[src/rtl/seg_scan_drv.sv]
// Six-digit 7-segment scan driver: sequential double-dabble BCD conversion of a
// clamped 20-bit value, leading-zero blanking with sign/DP, one-hot digit scan.
module seg_scan_drv #(
    parameter logic [15:0] CNT_MAX = 16'd49_999,
    parameter logic [19:0] NUM_SAT = 20'd999_999
) (
    input  logic        sys_clk,
    input  logic        sys_rst,
    input  logic [19:0] data,
    input  logic [5:0]  point,
    input  logic        sign,
    input  logic        seg_en,
    output logic [5:0]  sel,
    output logic [7:0]  seg
);

    typedef enum logic [1:0] {
        IDLE  = 2'd0,
        SHIFT = 2'd1,
        LOAD  = 2'd2
    } conv_state_t;

    // Add 3 to every BCD nibble that is 5 or more, ahead of the next shift.
    function automatic logic [23:0] dabble_adj(input logic [23:0] bcd);
        logic [23:0] r;
        r = bcd;
        for (int i = 0; i < 6; i++) begin
            if (bcd[4*i +: 4] >= 4'd5) begin
                r[4*i +: 4] = bcd[4*i +: 4] + 4'd3;
            end else begin
                r[4*i +: 4] = bcd[4*i +: 4];
            end
        end
        return r;
    endfunction

    // Active-low {dp,g,f,e,d,c,b,a} pattern for one decimal digit.
    function automatic logic [7:0] digit_code(input logic [3:0] d);
        case (d)
            4'd0:    digit_code = 8'hC0;
            4'd1:    digit_code = 8'hF9;
            4'd2:    digit_code = 8'hA4;
            4'd3:    digit_code = 8'hB0;
            4'd4:    digit_code = 8'h99;
            4'd5:    digit_code = 8'h92;
            4'd6:    digit_code = 8'h82;
            4'd7:    digit_code = 8'hF8;
            4'd8:    digit_code = 8'h80;
            4'd9:    digit_code = 8'h90;
            default: digit_code = 8'hFF;
        endcase
    endfunction

    conv_state_t state_r;
    logic [19:0] data_sat_s;
    logic [19:0] bin_r;
    logic [19:0] conv_val_r;
    logic [19:0] last_r;
    logic [23:0] scratch_r;
    logic [23:0] adj_s;
    logic [23:0] bcd_r;
    logic [4:0]  bit_cnt_r;
    logic        pend_r;
    logic [15:0] cnt_r;
    logic [2:0]  idx_r;
    logic [2:0]  width_s;
    logic [3:0]  cur_digit_s;
    logic [7:0]  code_s;

    assign data_sat_s = (data > NUM_SAT) ? NUM_SAT : data;
    assign adj_s      = dabble_adj(scratch_r);

    // Converter FSM: capture on change/pending, 20 shift-add steps, then publish.
    always_ff @(posedge sys_clk or posedge sys_rst) begin
        if (sys_rst) begin
            state_r    <= IDLE;
            bin_r      <= 20'd0;
            conv_val_r <= 20'd0;
            last_r     <= 20'd0;
            scratch_r  <= 24'd0;
            bcd_r      <= 24'd0;
            bit_cnt_r  <= 5'd0;
            pend_r     <= 1'b1;
        end else begin
            case (state_r)
                IDLE: begin
                    if (pend_r || (data_sat_s != last_r)) begin
                        conv_val_r <= data_sat_s;
                        bin_r      <= data_sat_s;
                        scratch_r  <= 24'd0;
                        bit_cnt_r  <= 5'd0;
                        state_r    <= SHIFT;
                    end else begin
                        state_r    <= IDLE;
                    end
                end
                SHIFT: begin
                    scratch_r <= {adj_s[22:0], bin_r[19]};
                    bin_r     <= {bin_r[18:0], 1'b0};
                    bit_cnt_r <= bit_cnt_r + 5'd1;
                    if (bit_cnt_r == 5'd19) begin
                        state_r <= LOAD;
                    end else begin
                        state_r <= SHIFT;
                    end
                end
                LOAD: begin
                    bcd_r   <= scratch_r;
                    last_r  <= conv_val_r;
                    pend_r  <= 1'b0;
                    state_r <= IDLE;
                end
                default: begin
                    state_r <= IDLE;
                end
            endcase
        end
    end

    // Significant width and the digit under the scan index.
    always_comb begin
        width_s     = 3'd0;
        cur_digit_s = 4'd0;
        for (int k = 0; k < 6; k++) begin
            if ((bcd_r[4*k +: 4] != 4'd0) || point[k]) begin
                width_s = 3'(k);
            end else begin
                width_s = width_s;
            end
            if (idx_r == 3'(k)) begin
                cur_digit_s = bcd_r[4*k +: 4];
            end else begin
                cur_digit_s = cur_digit_s;
            end
        end
    end

    // Segment code for the current slot: blanking, minus sign, then decimal point.
    always_comb begin
        code_s = 8'hFF;
        if (idx_r > width_s) begin
            if (sign && (width_s < 3'd5) && (idx_r == width_s + 3'd1)) begin
                code_s = 8'hBF;
            end else begin
                code_s = 8'hFF;
            end
        end else begin
            code_s = digit_code(cur_digit_s);
        end
        if (point[idx_r]) begin
            code_s[7] = 1'b0;
        end else begin
            code_s[7] = code_s[7];
        end
    end

    // Dwell counter, digit index and registered select/segment outputs.
    always_ff @(posedge sys_clk or posedge sys_rst) begin
        if (sys_rst) begin
            cnt_r <= 16'd0;
            idx_r <= 3'd0;
            sel   <= 6'b000000;
            seg   <= 8'hFF;
        end else if (!seg_en) begin
            cnt_r <= 16'd0;
            idx_r <= 3'd0;
            sel   <= 6'b000000;
            seg   <= 8'hFF;
        end else begin
            sel <= 6'd1 << idx_r;
            seg <= code_s;
            if (cnt_r == CNT_MAX) begin
                cnt_r <= 16'd0;
                idx_r <= (idx_r == 3'd5) ? 3'd0 : idx_r + 3'd1;
            end else begin
                cnt_r <= cnt_r + 16'd1;
            end
        end
    end

endmodule

[config.mk]
export PLATFORM = sky130hd
export DESIGN_NAME = seg_scan_drv
export DESIGN_NICKNAME = d
export VERILOG_FILES = /design/src/rtl/seg_scan_drv.sv
export SDC_FILE = /design/constraint.sdc
export NUM_CORES = 1
export LEC_CHECK = 0
export ABC_AREA = 1
export BUFFER_PORTS_ARGS = -buffer_cell sky130_fd_sc_hd__buf_2
export CELL_PAD_IN_SITES_DETAIL_PLACEMENT = 1
export CELL_PAD_IN_SITES_GLOBAL_PLACEMENT = 1
export CORE_MARGIN = 10
export CORE_UTILIZATION = 50
export CTS_BUF_LIST = sky130_fd_sc_hd__clkbuf_8
export CTS_CLUSTER_DIAMETER = 150
export CTS_CLUSTER_SIZE = 24
export DETAILED_ROUTE_END_ITERATION = 12
export PLACE_DENSITY_LB_ADDON = 0.1
export SETUP_SLACK_MARGIN = 0.1
export SYNTH_ARGS = -nofsm -noshare
export SYNTH_HDL_FRONTEND = slang
export SYNTH_SLANG_ARGS = --single-unit
[constraint.sdc]
create_clock -name sys_clk -period 12.46 [get_ports sys_clk]
set_input_delay 1.246 -clock sys_clk [delete_from_list [all_inputs] [get_ports sys_clk]]
set_output_delay 1.246 -clock sys_clk [all_outputs]
set_load 0.005 [all_outputs]
==> results of run 1 <==
## sequential cells by signal, summed over array words and instances (netlist names)
| name | flops |
|---|---|
| bit_cnt_r | 5 |
| idx_r | 3 |
| bin_r | 20 |
| sel | 6 |
| conv_val_r | 20 |
| seg | 8 |
| cnt_r | 16 |
| pend_r | 1 |
| scratch_r | 24 |
| state_r | 2 |
| bcd_r | 24 |
| last_r | 20 |
## cell usage in the layout (no fill, tap or decap), types with 3 or more instances in the layout
cell type     n
clkinv_2      3
inv_1       116
clkinv_4      3
nor3_1       10
nor2_1       60
nand2_4       4
dfrtp_1     140
nand3_2      33
buf_4         4
nand2_1     267
inv_2         3
xor2_1        5
clkinvlp_4    4
o211ai_1     10
a21oi_1      35
buf_2        43
clkbuf_8     18
ha_1         24
o21ai_0     126
or2_2         5
nand4_1      16
dfstp_2       9
nor4_1        5
a22oi_1       3
o21ai_1       3
nand3_1      56
xnor2_1       3
## synth_stat cells, types with 3 or more instances
library cell,n,area (um2)
nand3_2,33,330
o21ai_1,3,15.0
xor2_1,5,43.8
inv_1,115,432
a22oi_1,3,22.5
nand2_4,4,45.0
nand3_1,56,280
dfrtp_1,140,3500
clkbuf_1,20,75.1
o211ai_1,10,75.1
nor4_1,5,31.3
buf_8,4,60.1
nor2_1,61,229
nand4_1,16,100
buf_2,9,45.0
xnor2_1,3,26.3
nand2_1,268,1010
ha_1,24,300
nor3_1,10,50.1
a21oi_1,35,175
buf_6,3,33.8
dfstp_2,9,236
inv_2,3,11.3
o21ai_0,126,631
or2_2,5,31.3
## worst min-delay path by stage
stage / start / end / slack [ns] / depth (start not counted)
after floorplan: cnt_r[0] / cnt_r[0] / 0.43 / 1
after detailed placement: cnt_r[0] / cnt_r[0] / 0.45 / 1
after global routing: cnt_r[0] / cnt_r[0] / 0.48 / 1
after CTS: cnt_r[0] / cnt_r[0] / 0.46 / 1
final: cnt_r[0] / cnt_r[0] / 0.46 / 1
after global placement: cnt_r[0] / cnt_r[0] / 0.44 / 1
## area by class of cell
type,count,share of cell area (%)
flip-flops and latches,149,43.5
clock inverters,14,1.62
well taps,211,3.07
inverters,119,5.25
clock buffers,18,2.88
repair buffers,47,2.85
multi-input cells,681,40.8
## worst max-delay path, stage by stage
cell and delay [ns]:
buf_2 0.12, nor2_1 0.10, nand2_1 0.06, nand2_1 0.06
nand2_1 0.08, nand2_4 0.24, nand3_1 0.22, nand2_1 0.11
nand2_1 0.06, nor2_1 0.08, nand2_1 0.06, nor2_1 0.20
nand3_2 0.18, nand2_4 0.81, nand2_4 0.33, nand2_1 0.17
nand2_1 0.07
## stage by stage
step / cell area [um2] / instances
after floorplan: 7910 / 987
after global placement: 8210 / 1207
after detailed placement: 8210 / 1207
after CTS: 8600 / 1239
after global routing: 8600 / 1239
final: 8600 / 1239
## kinds of logic (layout without fill, tap and decap cells)
family / after synthesis / in the layout / share of synthesized area (%)
AOI/OAI and AO/OA: 185 / 185 / 12.4
xor gates and xnor gates: 8 / 8 / 0.886
adders and majority gates: 24 / 24 / 3.80
buffers and inverters: 157 / 198 / 8.49
DFF: 149 / 149 / 47.3
and+or+nand+nor: 464 / 464 / 27.1
## power by group
part,switching (mW),leakage (nW),internal (mW)
logic,0.214,2.23,0.117
registers,0.0733,1.84,0.585
clock network,0.191,0.193,0.181
total,0.479,4.26,0.883
## per-layer routing
| metal | GRT usage (%) | share of wire (%) | vias up |
|---|---|---|---|
| li1 | - | - | 3266 |
| met3 | 4.00 | 3.7 | 23 |
| met2 | 31.6 | 46 | 100 |
| met1 | 28.4 | 49 | 3354 |
| met4 | 6.27 | 1.6 | 0 |
| met5 | 0 | 0 | - |
==> reports/results.txt, run 1 <==
Cells with a size suffix above 1 make up 13.6% of the layout. Starting density of the core: 51.5%. The worst register-to-register path begins at cnt_r[0]. The per-cell via count in the routed design is 5.44. The logs give 20900 um for the final routed wirelength across all metal layers and 9.56 ns for the setup slack of the most critical reg-to-reg path. For the number of nets with antenna violations after detailed routing, the log shows 0. In this run the critical register-to-register path is captured at idx_r[2]. Setup repair after global routing left no endpoint under its margin.

The cell area after synthesis is 0.00791 mm2, and the standard cell core area is 0.0154 mm2. For this run the aggregate overflow at the end of global routing stands at 0. The tools report the row count as 45. For the worst flop-to-flop path, the logic depth is 6. For the maximum level of the CTS H-tree, the log shows 4.

The first detailed-routing pass took 5 iterations. The setup skew after layout was 0.0195 ns; the number of nets at the end of the flow was 1069. The logs give 0 for the final number of max-transition violations and 0 for the number of max-cap violations. CTS placed an instance of clkbuf_8 at the clock tree root. Counting along the longest clock path gives a buffer depth of 2. The design draws 1.36 mW. The logs give 0.464 ns for the final-layout worst hold slack and 0 for the setup fix buffers added after clock tree synthesis.

The number of antenna diodes in the final layout is 0. The tools report the kind of end point of the critical path as a flip-flop. For this run, the number of Yosys warnings is 0. After clock tree synthesis, the repair step resized 0 gates.

Across all setup checks in the final design, the least slack found is 8.62 ns. The cell count after synthesis was 987; the clock transition time at the flip-flop clock pins of the worst setup and hold paths was 0.09 ns. The run gives 4.20 ns as the worst path arrival time.

At the worst endpoint, the required time is 12.82 ns. Initial antenna violation count: 0. The static power due to leakage came out at 4.26 nW.

Among all flip-flop cells after synthesis, the most frequent one is dfrtp_1. Insertion delay of the later-clocked pin in the worst-skew pair: 0.47 ns. The final period demand of the worst path came out at 3.84 ns. Timing would allow up to 260 MHz. Summed over all failing endpoints, the final setup total negative slack is 0 ns. The worst setup path category was in -> reg.

The power density over the cells was 158 mW/mm2. The tools report the overall routing resource usage as 20.5%. After the first detailed-routing iteration, the DRC count stood at 452. The largest net degree at the start of global routing came out at 103. The critical path ends at bin_r[4]. The die outline height was 146 um; the maximum VDD drop was 0.0814 mV. For the number of buffers inserted for hold repair after clock tree synthesis, the log shows 0.

The tools report the worst relative slew slack as 23.1%. The final route contains 6743 vias. Dividing the detail-routed wire length by the instance count gives 16.9 um. The transition time at the pin with the least slew margin was 1.14 ns. The number of flops mapped to enable cells by yosys is 0, and the filler cell count is 1940. STA classifies the critical path startpoint as a primary input.

For this run, design rule violations remaining after detail routing come to 0. Timing analysis after detailed placement gives a worst setup slack of 8.12 ns. The share of the Yosys chip area taken by registers is 47.3%. The number of nets in the synthesized netlist is 1041. In this run the mean area of a mapped cell was 8.02 um2.

The netlist uses 40 different library cells. The count of buffers added on input and output ports is 43. The number of buffers inserted during clock tree synthesis was 17. The worst min-delay path category was reg -> reg. The die is 146 um wide. Cells fill 55.9% of the core in the end. The sequential cells in the finished layout cover a total of 0.00374 mm2. Global placer's final weighted congestion: 0.841.

In this run the worst path has a maximum fanout of 88. After layout, the worst path uses 30.8% of the clock period. The area of the multi-input gates was 0.00351 mm2.

The origin of the worst setup path is data[6]. The die covers 0.0213 mm2. After synthesis, the share of flip-flops with an asynchronous set or reset is 100%. The half-perimeter wire length of the detailed placement result is 14800 um, and the via count of the first global-routing pass is 7043. Relative to the synthesized area, the layout overhead comes to 8.67%. For the first-pass GRT wire length, the log shows 36100 um. The clock sink total came out at 149. TritonCTS built the clock tree. Total of flip-flops plus latches after synthesis: 149. The final setup violation count came out at 0.

The run finished with clean final reports. The final number of hold-violating endpoints is 0. The count of pins on the block boundary came out at 44.
Power figures use the tool's default switching activity.
==> run 2: changes to the inputs <==
--- a/config.mk
+++ b/config.mk
@@ -5,7 +5,7 @@
 export SDC_FILE = /design/constraint.sdc
 export NUM_CORES = 1
 export LEC_CHECK = 0
-export ABC_AREA = 1
+export ABC_AREA = 0
 export BUFFER_PORTS_ARGS = -buffer_cell sky130_fd_sc_hd__buf_2
 export CELL_PAD_IN_SITES_DETAIL_PLACEMENT = 1
 export CELL_PAD_IN_SITES_GLOBAL_PLACEMENT = 1
==> constraint.sdc (replaced) <==
create_clock -name sys_clk -period 3.65 [get_ports sys_clk]
set_input_delay 0.365 -clock sys_clk [delete_from_list [all_inputs] [get_ports sys_clk]]
set_output_delay 0.365 -clock sys_clk [all_outputs]
set_load 0.005 [all_outputs]
==> run 2 against run 1 <==
Effect of this change:
- final cell count decreased by 10%
- global-route usage is 0.21 points higher
- final area grew 2.8%
- sequential share of layout area decreased by 1.2 points
- first-iteration DRC count decreased by 7.5%
- clock skew down 0.0096 ns
- combinational power grew to 7.4 times the previous value
- utilization increased by 0.084 points
- via count decreased by 3.5%
- critical path depth decreased by 7
- register-to-register slack lost 9.1 ns
==> reports/results.txt, run 2 <==
The flow ran to the end, and the final reports show no timing, DRC or antenna violations. Average size of a mapped cell: 9.49 um2 (+18%). The maximum clock path buffer count is 2 (unchanged). Setup repair after global routing left no endpoint under its margin.

The initial antenna violation count is 0 (unchanged). On the critical path, the stage with the largest delay is an instance of or4_1. The logs give 896 (-14%) for the synthesized net count and 15900 um (+7.6%) for the half-perimeter wire length of the detailed placement result. The share of synthesized flip-flops with an asynchronous set or reset is 100% (unchanged). The number of buffer and inverter instances along the worst setup path was 0 (-1); the setup slack of the most critical reg-to-reg path was 0.45 ns (-9.11 ns). After synthesis, the cell types taking the most area are dfrtp_1, nor2_1, nand2_1.

The setup skew after layout came out at 0.00989 ns (-0.00964 ns). The area fraction of the dominant cell type after synthesis was 43.9% (-0.42 points). For the number of buffers inserted during clock tree synthesis, the log shows 17 (unchanged).

Final number of hold-violating endpoints: 0 (unchanged). The tools report the launching element type of the critical path as a flip-flop. Number of flops mapped to enable cells by yosys: 0 (unchanged).

The logs give 935 (-13%) for the number of nets at the end of the flow and 46.8% (-0.44 points) for the proportion of synthesized chip area in sequential cells. Kind of end point of the critical path: a flip-flop. The average wire per standard cell is 19.7 um (+17%), and the total design power is 6.41 mW (+370%). The worst setup path is of the reg -> reg kind. The number of max-cap violations is 0 (unchanged). The biggest area consumer among synthesized cells was dfrtp_1. The run gives 0.0214 mm2 (+0.82%) as the area enclosed by the die boundary. The root buffer cell chosen for the clock tree is clkbuf_8. The highest net fanout along the worst path was 4 (-95%); the power density over the cells was 726 mW/mm2 (+360%). The total of flip-flops plus latches after synthesis is 149 (unchanged), and the port buffer count is 43 (unchanged). The maximum VDD drop is 0.372 mV (+360%). The transition time at the pin with the least slew margin was 1.21 ns (+0.0688 ns).

The tools report the overall routing resource usage as 20.7% (+0.21 points). The cell count after synthesis was 842 (-15%); the total global routing overflow was 0 (unchanged). The kind of cell with the highest combined delay on the critical path is simple AND/OR/NAND/NOR gates. The insertion delay of the later-clocked pin in the worst-skew pair is 0.46 ns (about the same).

The iteration count of the initial detailed-routing pass was 5 (unchanged); the worst path arrival time was 3.57 ns (-0.63 ns). The initial detailed-routing violation count was 418 (-7.5%); the number of DRC violations after detailed routing was 0 (unchanged). Count of different cell masters after synthesis: 64 (+60%). By instance count, the leading cell after synthesis is dfrtp_1. In the final layout, the registers with the most flip-flops are bcd_r (24), scratch_r (24). In the synthesized netlist the dominant register cell turns out to be dfrtp_1. The tools report the final routed wirelength across all metal layers as 21900 um (+4.5%). For the static power due to leakage, the log shows 3.96 nW (-7.2%). The chip width was 146 um (+0.41%). The tools report the global placer's final weighted congestion as 0.886 (+5.4%). The run gives 4 (unchanged) as the maximum level of the CTS H-tree. Starting density of the core: 50.6% (-0.83 points). The most common cell type on the critical path is nor4_1. TritonCTS built the clock tree. The portion of the clock cycle consumed by the worst path in the final layout was 87.8%. After layout, the minimum clock period comes to 3.20 ns.

The count of pins on the block boundary is 44 (unchanged). For the required time at the worst-slack endpoint, the log shows 4.02 ns (-8.80 ns). The total via count in the routed design is 6509 (-3.5%), and the per-cell via count in the routed design is 5.86 (+7.7%). The library cell used most frequently in the layout, excluding fill and tap cells, is dfrtp_1. The share of cells above drive strength 1 works out to 16.0% (+2.4 points).

Traced cell by cell, the critical path runs through or4_1, nor4_1, o31ai_1, ha_1, nor2b_1, o21a_1, o21ai_0, nand2_1, nor4_1, a311oi_1. The final number of max-transition violations was 0 (unchanged). The tools report the sum of negative setup slack as 0 ns (unchanged).

The peak per-stage delay on the critical path is 0.55 ns (-0.26 ns). The commonest cells after synthesis are dfrtp_1, nor2_1, nand2_1, o21ai_0, a21oi_1. The logs give 0 (unchanged) for the number of synthesis warnings and 0.0158 mm2 (+2.6%) for the standard cell core area. Clock sink total: 149 (unchanged). The setup fix buffers added after clock tree synthesis was 0 (unchanged); the peak clock frequency supported by timing was 312 MHz. The clock transition time at the flip-flop clock pins of the worst setup and hold paths is 0.08 ns (about the same).

The tools report the final setup violation count as 0 (unchanged). The area growth from synthesis to layout is 10.6%. The logs give 0 (unchanged) for the number of gates resized after CTS and 0 (unchanged) for the number of nets with antenna violations after detailed routing.

The die outline height works out to 146 um (+0.41%). In the layout the commonest cells are dfrtp_1, nor2_1, nand2_1. The tools report the row count as 46 (+2.2%). The logs give 0 (unchanged) for the number of antenna repair diodes and 6987 (-0.80%) for the via count of the first global-routing pass.

The cell area after synthesis is 0.00799 mm2 (+0.95%). The number of buffers inserted for hold repair after clock tree synthesis was 0 (unchanged); the worst relative slew slack was 19.1% (-4.1 points). The first-pass GRT wire length came out at 36400 um (+0.90%). Worst min-delay path category: in -> async.

Largest net degree at the start of global routing: 74 (-28%).
-- run 2: cell types whose count changed after synthesis, moves of 15 or more --
cell      change
a211oi_1     +15
nand2_1     -183
nand3_1      -45
nand2b_1     +19
inv_1        -68
mux2i_1      +17
nand3_2      -33
nor2_1       +29
o21ai_0      -65
xnor2_1      +17
mux2_2       +25
-- run 2: layout make-up --
cell class                 instances  area [um2]
clock buffer                      21         289
timing repair buffer              62         383
tap                              216         270
inverter                          47         180
clock inverter                    11        85.1
sequential                       149        3740
multi-input combinational        604        3890
fill                            1841        6940
-- run 2: final timing paths --
check                           from             end  depth (start not counted)
hold reg to reg             cnt_r[0]        cnt_r[0]                          1
setup / recovery           bcd_r[23]          seg[6]                         10
max in group asynchronous    sys_rst          pend_r                          3
hold / removal               sys_rst       cnt_r[14]                          2
setup reg to reg           bcd_r[23]          seg[6]                         10
min in group sys_clk        data[10]  conv_val_r[10]                          2
-- run 2: power by group --
part | total, mW | internal [mW] | leakage [nW] | switching [mW]
clock | 1.22 | 0.599 | 0.201 | 0.618
combinational | 2.46 | 1.08 | 1.92 | 1.38
sequential | 2.74 | 2.26 | 1.84 | 0.476
total | 6.41 | 3.94 | 3.96 | 2.48
-- run 2: through the flow --
step | hold slack, ns | setup WS, ns | instances | util (%) | instance area (um2)
floorplan | 0.425 | 0.736 | 842 | - | 7990
detailed placement | 0.448 | 0.142 | 1078 | 53.6 | 8460
global placement | 0.436 | 0.267 | 1078 | 53.6 | 8460
finish | 0.0489 | 0.445 | 1110 | 56.0 | 8830
CTS | 0.0637 | 0.434 | 1110 | 56.0 | 8830
global route | 0.101 | 0.152 | 1110 | 56.0 | 8830
-- run 2: metal layers --
metal / global-route usage, % / wire [um] / vias up
met5: 0 / 0 / -
met4: 4.85 / 234 / 0
met3: 4.76 / 986 / 24
met2: 33.7 / 10500 / 124
met1: 27.3 / 10100 / 3318
li1: - / - / 3043
-- run 2: cell families after synthesis --
kind of cell,synth area share [%]
buffers and inverters,4.54
AO/OA/AOI/OAI,17.6
flip-flops,46.8
AND/OR/NAND/NOR,17.5
adder cells (fa/ha/maj),3.76
XOR/XNOR,3.84
multiplexers,5.94
-- run 2: worst register-to-register path, stage by stage, from the launching register on --
cell and delay [ns]:
dfrtp_1 0.42, or4_1 0.55, nor4_1 0.44, o31ai_1 0.20, ha_1 0.33, nor2b_1 0.13, o21a_1 0.15, o21ai_0 0.32
nand2_1 0.13, nor4_1 0.34, a311oi_1 0.11
